==> config.mk <==
export PLATFORM = sky130hd
export DESIGN_NAME = arm_soc_data_subsystem
export DESIGN_NICKNAME = d
export VERILOG_FILES = /design/src/rtl/arm_soc_pkg.sv /design/src/rtl/arm_soc_timer.sv /design/src/rtl/arm_soc_data_subsystem.sv
export SDC_FILE = /design/constraint.sdc
export NUM_CORES = 2
export LEC_CHECK = 0
export CAP_MARGIN = 20
export CORE_MARGIN = 1.5
export CORE_UTILIZATION = 49
export CTS_BUF_LIST = sky130_fd_sc_hd__clkbuf_2
export CTS_CLUSTER_SIZE = 16
export DETAILED_ROUTE_END_ITERATION = 8
export PLACE_DENSITY_LB_ADDON = 0.15
export SKIP_LAST_GASP = 1
export SLEW_MARGIN = 0
export SYNTH_ARGS = -nofsm -noshare
export SYNTH_HDL_FRONTEND = slang
export SYNTH_SLANG_ARGS = --single-unit
==> constraint.sdc <==
create_clock -name i_CLK -period 2.8 [get_ports i_CLK]
set_input_delay 0.28 -clock i_CLK [delete_from_list [all_inputs] [get_ports i_CLK]]
set_output_delay 0.28 -clock i_CLK [all_outputs]
set_load 0.05 [all_outputs]
==> src/rtl/arm_soc_pkg.sv <==
// Shared constants and types for the ARM SoC data-side subsystem:
// IO register offsets, TIMER_CTRL bit positions and the address-region enum.
package arm_soc_pkg;

  localparam logic [4:0] GPIO_OUT_OFS    = 5'h00;
  localparam logic [4:0] GPIO_IN_OFS     = 5'h04;
  localparam logic [4:0] TIMER_COUNT_OFS = 5'h08;
  localparam logic [4:0] TIMER_CMP_OFS   = 5'h0C;
  localparam logic [4:0] TIMER_CTRL_OFS  = 5'h10;
  localparam logic [4:0] STATUS_OFS      = 5'h14;

  localparam int unsigned CTRL_EN_BIT    = 32'd0;
  localparam int unsigned CTRL_CLR_BIT   = 32'd1;
  localparam int unsigned CTRL_IRQEN_BIT = 32'd2;
  localparam int unsigned CTRL_PRESC_LSB = 32'd8;
  localparam int unsigned CTRL_PRESC_MSB = 32'd15;

  typedef enum logic [1:0] {
    REGION_RAM  = 2'd0,
    REGION_IO   = 2'd1,
    REGION_NONE = 2'd2
  } region_e;

  // Little-endian byte lane select, zero-extended to a full word.
  function automatic logic [31:0] byte_lane(input logic [31:0] word, input logic [1:0] lane);
    case (lane)
      2'd0:    return {24'h00_0000, word[7:0]};
      2'd1:    return {24'h00_0000, word[15:8]};
      2'd2:    return {24'h00_0000, word[23:16]};
      2'd3:    return {24'h00_0000, word[31:24]};
      default: return 32'h0000_0000;
    endcase
  endfunction

endpackage

==> src/rtl/arm_soc_timer.sv <==
// Prescaled timer with compare flag and interrupt (COUNT, CMP, CTRL, STATUS).
// Present only when ARM_SOC_TIMER_EN is defined; otherwise reads 0 and never interrupts.
module arm_soc_timer
  import arm_soc_pkg::*;
(
  input  logic        clk_i,
  input  logic        rst_ni,
  input  logic        wr_en_i,
  input  logic [4:0]  ofs_i,
  input  logic [31:0] wdata_i,
  output logic [31:0] rdata_o,
  output logic        irq_o
);

`ifdef ARM_SOC_TIMER_EN
  localparam logic [31:0] CtrlMask = 32'h0000_FF07;

  logic [31:0] count_q, count_d;
  logic [31:0] cmp_q, cmp_d;
  logic [31:0] ctrl_q, ctrl_d;
  logic [7:0]  presc_q, presc_d;
  logic        flag_q, flag_d;
  logic        enable_s, tick_s, match_s;
  logic        count_wr_s, cmp_wr_s, ctrl_wr_s, status_wr_s;

  assign enable_s    = ctrl_q[CTRL_EN_BIT];
  assign tick_s      = enable_s && (presc_q == ctrl_q[CTRL_PRESC_MSB:CTRL_PRESC_LSB]);
  assign count_wr_s  = wr_en_i && (ofs_i == TIMER_COUNT_OFS);
  assign cmp_wr_s    = wr_en_i && (ofs_i == TIMER_CMP_OFS);
  assign ctrl_wr_s   = wr_en_i && (ofs_i == TIMER_CTRL_OFS);
  assign status_wr_s = wr_en_i && (ofs_i == STATUS_OFS);

  // Next-state: software COUNT writes beat ticks, hardware flag set beats software clear.
  always_comb begin
    presc_d = presc_q;
    count_d = count_q;
    cmp_d   = cmp_q;
    ctrl_d  = ctrl_q;
    flag_d  = flag_q;
    match_s = 1'b0;

    if (ctrl_wr_s && wdata_i[CTRL_EN_BIT] && !enable_s) begin
      presc_d = 8'd0;
    end else if (tick_s) begin
      presc_d = 8'd0;
    end else if (enable_s) begin
      presc_d = presc_q + 8'd1;
    end else begin
      presc_d = presc_q;
    end

    if (count_wr_s) begin
      count_d = wdata_i;
    end else if (tick_s) begin
      match_s = (count_q == cmp_q);
      if (match_s && ctrl_q[CTRL_CLR_BIT]) begin
        count_d = 32'h0000_0000;
      end else begin
        count_d = count_q + 32'd1;
      end
    end else begin
      count_d = count_q;
    end

    cmp_d  = cmp_wr_s  ? wdata_i : cmp_q;
    ctrl_d = ctrl_wr_s ? (wdata_i & CtrlMask) : ctrl_q;

    if (match_s) begin
      flag_d = 1'b1;
    end else if (status_wr_s && wdata_i[0]) begin
      flag_d = 1'b0;
    end else begin
      flag_d = flag_q;
    end
  end

  // Timer state registers.
  always_ff @(posedge clk_i or negedge rst_ni) begin
    if (!rst_ni) begin
      presc_q <= 8'd0;
      count_q <= 32'h0000_0000;
      cmp_q   <= 32'h0000_0000;
      ctrl_q  <= 32'h0000_0000;
      flag_q  <= 1'b0;
    end else begin
      presc_q <= presc_d;
      count_q <= count_d;
      cmp_q   <= cmp_d;
      ctrl_q  <= ctrl_d;
      flag_q  <= flag_d;
    end
  end

  // Register read-back.
  always_comb begin
    rdata_o = 32'h0000_0000;
    case (ofs_i)
      TIMER_COUNT_OFS: rdata_o = count_q;
      TIMER_CMP_OFS:   rdata_o = cmp_q;
      TIMER_CTRL_OFS:  rdata_o = ctrl_q;
      STATUS_OFS:      rdata_o = {31'h0000_0000, flag_q};
      default:         rdata_o = 32'h0000_0000;
    endcase
  end

  assign irq_o = flag_q & ctrl_q[CTRL_IRQEN_BIT];
`else
  logic unused_s;
  assign unused_s = ^{clk_i, rst_ni, wr_en_i, ofs_i, wdata_i};
  assign rdata_o  = 32'h0000_0000;
  assign irq_o    = 1'b0;
`endif

endmodule

==> src/rtl/arm_soc_data_subsystem.sv <==
// Data-side memory subsystem: address decoder, byte-capable word RAM, GPIO and timer.
// The timer registers and o_IRQ are only live when ARM_SOC_TIMER_EN is defined.
module arm_soc_data_subsystem
  import arm_soc_pkg::*;
#(
  parameter int          BusWidth = 32,
  parameter int          RamDepth = 64,
  parameter int          NumGpio  = 8,
  parameter logic [31:0] IoBase   = 32'h8000_0000
) (
  input  logic                i_CLK,
  input  logic                i_RESET_N,
  input  logic [BusWidth-1:0] i_Address,
  input  logic [BusWidth-1:0] i_Write_Data,
  input  logic                i_Mem_Write,
  input  logic                i_Byte_Access,
  output logic [BusWidth-1:0] o_Read_Data,
  input  logic [NumGpio-1:0]  i_GPIO_In,
  output logic [NumGpio-1:0]  o_GPIO_Out,
  output logic                o_IRQ
);

  localparam int          AddrBits = $clog2(RamDepth);
  localparam logic [31:0] RamBytes = 32'(RamDepth * 4);
  localparam logic [31:0] IoLast   = IoBase + 32'h0000_0017;

  region_e              region_s;
  logic [4:0]           io_ofs_s;
  logic [4:0]           reg_ofs_s;
  logic [1:0]           lane_s;
  logic [AddrBits-1:0]  ram_idx_s;
  logic                 io_wr_s;
  logic [31:0]          word_s;
  logic [31:0]          tmr_rdata_s;
  logic [31:0]          mem_q [RamDepth];
  logic [NumGpio-1:0]   gpio_out_q, gpio_out_d;
  logic [NumGpio-1:0]   sync1_q, sync2_q;

  // Address decode into RAM / IO / unmapped.
  always_comb begin
    region_s = REGION_NONE;
    if (i_Address < RamBytes) begin
      region_s = REGION_RAM;
    end else if ((i_Address >= IoBase) && (i_Address <= IoLast)) begin
      region_s = REGION_IO;
    end else begin
      region_s = REGION_NONE;
    end
  end

  assign io_ofs_s  = i_Address[4:0] - IoBase[4:0];
  assign reg_ofs_s = {io_ofs_s[4:2], 2'b00};
  assign lane_s    = (region_s == REGION_IO) ? io_ofs_s[1:0] : i_Address[1:0];
  assign ram_idx_s = i_Address[AddrBits+1:2];
  assign io_wr_s   = i_Mem_Write && !i_Byte_Access && (region_s == REGION_IO);

  // RAM store port; contents are deliberately not reset.
  always_ff @(posedge i_CLK) begin
    if (i_Mem_Write && (region_s == REGION_RAM)) begin
      if (i_Byte_Access) begin
        mem_q[ram_idx_s][{lane_s, 3'b000} +: 8] <= i_Write_Data[7:0];
      end else begin
        mem_q[ram_idx_s] <= i_Write_Data;
      end
    end
  end

  assign gpio_out_d = (io_wr_s && (reg_ofs_s == GPIO_OUT_OFS)) ? i_Write_Data[NumGpio-1:0]
                                                               : gpio_out_q;

  // GPIO output register and two-flop input synchroniser.
  always_ff @(posedge i_CLK or negedge i_RESET_N) begin
    if (!i_RESET_N) begin
      gpio_out_q <= '0;
      sync1_q    <= '0;
      sync2_q    <= '0;
    end else begin
      gpio_out_q <= gpio_out_d;
      sync1_q    <= i_GPIO_In;
      sync2_q    <= sync1_q;
    end
  end

  arm_soc_timer u_timer (
    .clk_i   (i_CLK),
    .rst_ni  (i_RESET_N),
    .wr_en_i (io_wr_s),
    .ofs_i   (reg_ofs_s),
    .wdata_i (i_Write_Data),
    .rdata_o (tmr_rdata_s),
    .irq_o   (o_IRQ)
  );

  // Combinational load mux so a single-cycle load completes in the same cycle.
  always_comb begin
    word_s = 32'h0000_0000;
    case (region_s)
      REGION_RAM: word_s = mem_q[ram_idx_s];
      REGION_IO: begin
        case (reg_ofs_s)
          GPIO_OUT_OFS: word_s = 32'(gpio_out_q);
          GPIO_IN_OFS:  word_s = 32'(sync2_q);
          default:      word_s = tmr_rdata_s;
        endcase
      end
      default:    word_s = 32'h0000_0000;
    endcase
    o_Read_Data = i_Byte_Access ? byte_lane(word_s, lane_s) : word_s;
  end

  assign o_GPIO_Out = gpio_out_q;

endmodule

Yosys cells after proc, flatten, opt, wreduce, memory -nomap -nowiden:

Memories as Yosys holds them, arrays and structs flattened.
Cells that the tools add are included.

* add/sub/neg operators: 1
* $lt $le $gt $ge: 3
* equal/unequal tests: 5
* shifts and indexed selects: 2
* mux-type cells: 44
* bitwise logic cells: 32
* reduce and logical (&&, ||, !) cells: 9

Operator list (number)
* one-hot mux 32 bit (4 select lines): 1
* 2-to-1 mux 32 bit: 2
* one-hot mux 32 bit (2 select lines): 1
* 2-to-1 mux 1 bit: 37
* >= comparator 32 bit, second input constant: 1
* <= comparator 32 bit, second input constant: 1
* < comparator 32 x 9 -> 1 bit, second input constant: 1
* bitwise OR 1 bit: 32
* variable shift 8 x 7 -> 32 bit, first input constant: 1
* indexed part select 8 x 7 -> 32 bit: 1
* one-hot mux 8 bit (2 select lines): 1
* negator 5 -> 7 bit: 1
* logical AND 1 bit: 5
* zero test 5 bit: 1
* == test 2 x 1 -> 1 bit, second input constant: 2
* == test 2 bit, second input constant: 2
* zero test 2 bit: 2
* 2-to-1 mux 2 bit: 2
* == test 3 x 1 -> 1 bit, second input constant: 1
* zero test 1 bit: 1

* bits in registers: 24
* memory bits (writable): 2048
* input port bits: 76
* output and inout port bits: 41
* word-level logic and storage cells: 100
* memories kept: 1

Memories
* mem_q: words 64, width 32, read ports 1, clocked after memory_dff 0, wr ports 1, RTL line arm_soc_data_subsystem.sv:35 `logic [31:0] mem_q [RamDepth];`

Depth between registers and ports, before layout:

* depth in word-level cells: 9
* gate-level depth with buffers: 12
* depth with buffers taken out: 6

By module:

A second synthesis with hierarchy kept.

* cells, all modules: 4130
* area, all modules: 82490.4 um^2

Modules (own cells, without submodules)
* arm_soc_data_subsystem: times used 1, cells an instance 4096, area each 82238.9 um^2, seq. area each 62099.6 um^2
* arm_soc_timer: times used 1, cells an instance 34, area each 251.5 um^2, seq. area each 0.0 um^2

Worst setup path before layout:

OpenSTA, ideal clock, no wires.

* path kind: input port to flip-flop
* start: input i_Address[0]
* end: memory mem_q[0][10] (data pin)
* setup time: 702 ps
* arrival: 3852 ps
* data required time: 2098 ps
* slack: -1754 ps
* stages on the path: 6
* path buffers: 0
* cell sequence: inv_1 > ha_1 > inv_1 > nor3_1 > nand2_1 > o21ai_0

* longest elaborated chain between the ends: 9
* elaborated cells between the ends (all ways): 13
* those cells by class: add/sub (1); order compare (3); shift (1); mux (5); reduce/logical (3)

RTL lines
* from (decl): RTL line arm_soc_data_subsystem.sv:13 `input logic [BusWidth-1:0] i_Address,`
* >= comparator 32 bit or <= comparator 32 bit (tied branches): RTL line arm_soc_data_subsystem.sv:44 `end else if ((i_Address >= IoBase) && (i_Address <= IoLast)) begin`
* logical AND 1 bit: RTL line arm_soc_data_subsystem.sv:44
* 2-to-1 mux 2 bit: RTL line arm_soc_data_subsystem.sv:44
* 2-to-1 mux 2 bit: RTL line arm_soc_data_subsystem.sv:42 `if (i_Address < RamBytes) begin`
* zero test 2 bit: RTL line arm_soc_data_subsystem.sv:59 `if (i_Mem_Write && (region_s == REGION_RAM)) begin`
* logical AND 1 bit: RTL line arm_soc_data_subsystem.sv:59
* 2-to-1 mux 1 bit: RTL line arm_soc_data_subsystem.sv:59
* 2-to-1 mux 1 bit (not written as such): RTL line arm_soc_data_subsystem.sv:63 `mem_q[ram_idx_s] <= i_Write_Data;`
* 2-to-1 mux 1 bit (no line) *
* to (decl): RTL line arm_soc_data_subsystem.sv:35

Mark *: on every way between the ends. The rest lies on a longest branch, timed or not.

Worst setup path in the final report:

* start: memory mem_q[50][5]
* end: output o_Read_Data[5]

* longest elaborated chain between the ends: 4

RTL lines
* memory (64 x 32 bit) *
* one-hot mux 32 bit (2 select lines) *: RTL line arm_soc_data_subsystem.sv:97 `case (region_s)`
* one-hot mux 32 bit (4 select lines): RTL line arm_soc_pkg.sv:26 `case (lane)`
* 2-to-1 mux 32 bit *: RTL line arm_soc_data_subsystem.sv:108 `o_Read_Data = i_Byte_Access ? byte_lane(word_s, lane_s) : word_s;`
* to (decl): RTL line arm_soc_data_subsystem.sv:17 `output logic [BusWidth-1:0] o_Read_Data,`

Mark *: on every way between the ends. The rest lies on a longest branch, timed or not. The select of a mux whose other input is x is not followed.

==> results.yml <==
synthesis:
  netlist_area_mm2: 0.08292
  syn_nets: 4150
  synthArstFlopShare: 0.01158
  ys_types: 94
  synth_edf_count: 2048
  syn_avg_cell_area_um2: 20.38
  ys_ff_latch: 2072
  yosysWarnings: 0
  synth_seq_area_share: 0.7489
  syn_inst: 4069
  synthFlopType: "edfxtp_1"
run_status:
  violations: "negative setup slack"
  status: "finished with violations"
timing:
  grt_setup_unrepaired: "true"
  max_freq_ghz: 0.2200
  worst_slack_ns: -1.746
  skew_ns: 0.03793
  period_minus_slack_ns: 4.546
  finalMaxSlewViolations: 0
  tightest_slew_ns: 1.243
  slew_headroom: 0.1714
  setup_viol: 33
  hold_viol: 0
  post-route-period-util: 1.624
  fin_worst_hold_slack_ns: 0.2322
cts:
  clk_pin_slew_worst_paths_ns: 0.10
  insertion_delay_ns: 1.83
  cts_tree: "built"
  clock-sinks: 2072
  root_buffer: "clkbuf_2"
  clk_path_buf_depth: 4
  htree_levels: 6
  numCtsBuffers: 542
drt:
  drc: 0
  viasPerCell: 6.076
  first_pass_iters: 5
  ant_nets: 0
  drt_first_iter_violations: 6031
  num_vias: 49100
  wl_um: 266200
  avgRoutedWirePerCell_um: 32.94
setup_path:
  cp.required_ns: 2.52
  cp_max_fo: 1
  end_kind: "output port"
  path_class: "reg2out"
  startpoint_type: "register"
  cp_data_arrival_time_ns: 4.27
placed_design:
  dp_hpwl_um: 186900
  port_buffers: 115
  pre_cts_ws_ns: -1.461
  place_congestion: 0.9560
global_route:
  grt_max_degree: 50
  grt-ovfl-total: 0
  grt_first_pass_wirelength_um: 370100
  grt_usage: 0.3102
  grt_pass1_vias: 49020
  antenna_found_initial: 18
cells_and_area:
  regArea_mm2: 0.06210
  multiInputGateArea_mm2: 0.02013
  finalNetCount: 5621
  drive_gt1_frac: 0.4071
  syn2layout_area_growth_pct: 22.68
  final.fill_count: 12450
pwr:
  leakagePower_nw: 30.78
  max-vdd-ir-drop_uv: 471.3
  pwr_density_cell_mw_per_mm2: 562.3
floorplanning:
  die_area_mm2: 0.1717
  start_util: 0.4947
  pin_count: 117
  die_w_um: 414.4
  rows: 150
  die_h_um: 414.4
  fp.coreArea_mm2: 0.1676
hold_path:
  min-delay-path-class: "in2reg"
job:
  cap_violations: 0
==> logic make-up after synthesis <==
group | after synthesis | share of synthesized area
flops | 2072 | 0.7489
simple gates | 727 | 0.03858
mux | 681 | 0.1546
compound gates | 329 | 0.03041
buf+inv | 254 | 0.02666
fa+ha+maj | 5 | 0.0007545
other cells | 1 | 0.00004523
==> layout make-up <==
class	count	area share
flip-flops and latches	2072	0.6105
multi-input cells	1743	0.1979
repair buffers	1169	0.1208
clock buffers	770	0.03789
well taps	2204	0.02711
clock inverters	92	0.004834
inverters	12	0.0005043
diodes	18	0.0004428
==> report_power, final <==
part	switching [mW]	internal [mW]
sequential	0.00368	33.9
clock	12.0	7.69
combinational	2.15	1.52
total	14.1	43.1
==> cell usage after synthesis (6+ instances only) <==
cell / n / area share
nor2_1: 298 / 0.013
nor3_1: 42 / 0.0025
and2_1: 16 / 0.0012
dfrtp_1: 24 / 0.0072
clkbuf_1: 64 / 0.0029
mux2_2: 11 / 0.0015
edfxtp_1: 2048 / 0.74
o22ai_1: 59 / 0.0045
inv_1: 6 / 0.00027
buf_2: 52 / 0.0031
mux4_1: 122 / 0.039
nand2_1: 258 / 0.012
o32ai_1: 10 / 0.0011
nand4_1: 6 / 0.00045
mux2_4: 8 / 0.0014
a31oi_1: 29 / 0.0022
o21ai_0: 38 / 0.0023
and3_1: 25 / 0.0019
a22oi_1: 14 / 0.0013
o221ai_1: 51 / 0.0054
a32oi_1: 7 / 0.00074
a21oi_1: 25 / 0.0015
buf_12: 30 / 0.0072
a32o_1: 18 / 0.0022
nor4_1: 8 / 0.00060
buf_8: 18 / 0.0033
buf_4: 23 / 0.0021
mux2i_1: 223 / 0.027
mux4_2: 317 / 0.086
a211oi_1: 8 / 0.00072
buf_6: 23 / 0.0031
clkbuf_8: 21 / 0.0035
nand3_1: 22 / 0.0013
a311oi_1: 6 / 0.00063
==> stage by stage <==
stage	power (mW)	setup TNS, ns	utilization	cell area (um^2)	instances
after floorplan	36.18	-464.76	-	82970	4069
after global placement	37.92	-1260.46	0.5669	95010	7100
after detailed placement	37.95	-1120.37	0.5669	95010	7100
after CTS	57.57	-50.27	0.6054	101500	8070
after global routing	59.24	-49.25	0.6068	101700	8072
final	57.20	-40.85	0.6069	101700	8080
==> state kept, by name, summed over array words and instances (netlist names) <==
register and flops:
sync2_q 8, sync1_q 8, o_GPIO_Out 8, mem_q 2048
==> per-layer routing <==
metal / part of all wire / vias to the layer above / routed length (um) / GRT usage
met3: 0.10 / 526 / 26990 / 0.07757
met5: 0.00017 / - / 46 / 0
met2: 0.46 / 2891 / 122800 / 0.4716
met1: 0.39 / 25580 / 103900 / 0.4268
met4: 0.046 / 8 / 12320 / 0.1379
li1: - / 20100 / - / -
==> repair_timing <==
item                                    4_1_cts  5_1_grt
pin swaps                                    72       46
buffers inserted                              3        3
endpoints found under the setup margin       40      135
hold buffers                                129        0
hold endpoints to repair                   3916        0
gates resized for setup                     303       55
==> path summary, 6_finish.rpt <==
path	startpoint	to	slack, ns	cells after the start
max	mem_q[50][5]	o_Read_Data[5]	-1.75	9
min	i_GPIO_In[2]	sync1_q[2]	0.23	3
max reg2reg	o_GPIO_Out[3]	o_GPIO_Out[3]	1.44	2
min reg2reg	sync1_q[7]	sync2_q[7]	0.36	0
max in group asynchronous	i_RESET_N	o_GPIO_Out[2]	2.07	6
min in group asynchronous	i_RESET_N	sync1_q[3]	0.53	6
==> layout by cell type (no fill, tap or decap), types with 9 or more instances in the layout <==
master           instances
clkdlybuf4s50_1         69
mux2_4                  12
o21ai_0                 12
edfxtp_1              2048
inv_2                   13
nor2_1                 288
o221ai_1                45
dfrtp_1                 21
buf_4                  710
clkbuf_2               770
mux4_2                 353
mux2i_1                209
clkinv_1                67
nand2_1                248
o21ai_4                 32
a31oi_4                 13
nor3_1                  30
clkinv_2                10
a22oi_1                 11
and2_2                   9
and3_4                  14
o221ai_2                10
nand3_1                 16
a31oi_1                 15
and3_1                  10
buf_6                   25
mux4_1                  86
a2111oi_4               11
o22ai_1                 49
diode_2                 18
a32o_1                  10
buf_12                 232
a21oi_1                 22
nand2_2                 10
dlygate4sd3_1          126
==> worst max-delay path, stage by stage (launching register included) <==
cell	delay, ns
edfxtp_1	0.40
mux4_2	0.49
mux4_2	0.51
mux2i_4	0.21
a2111oi_4	0.10
nor2_1	0.15
buf_4	0.18
a31oi_2	0.05
buf_6	0.17
buf_12	0.14
Power figures use the tool's default switching activity.
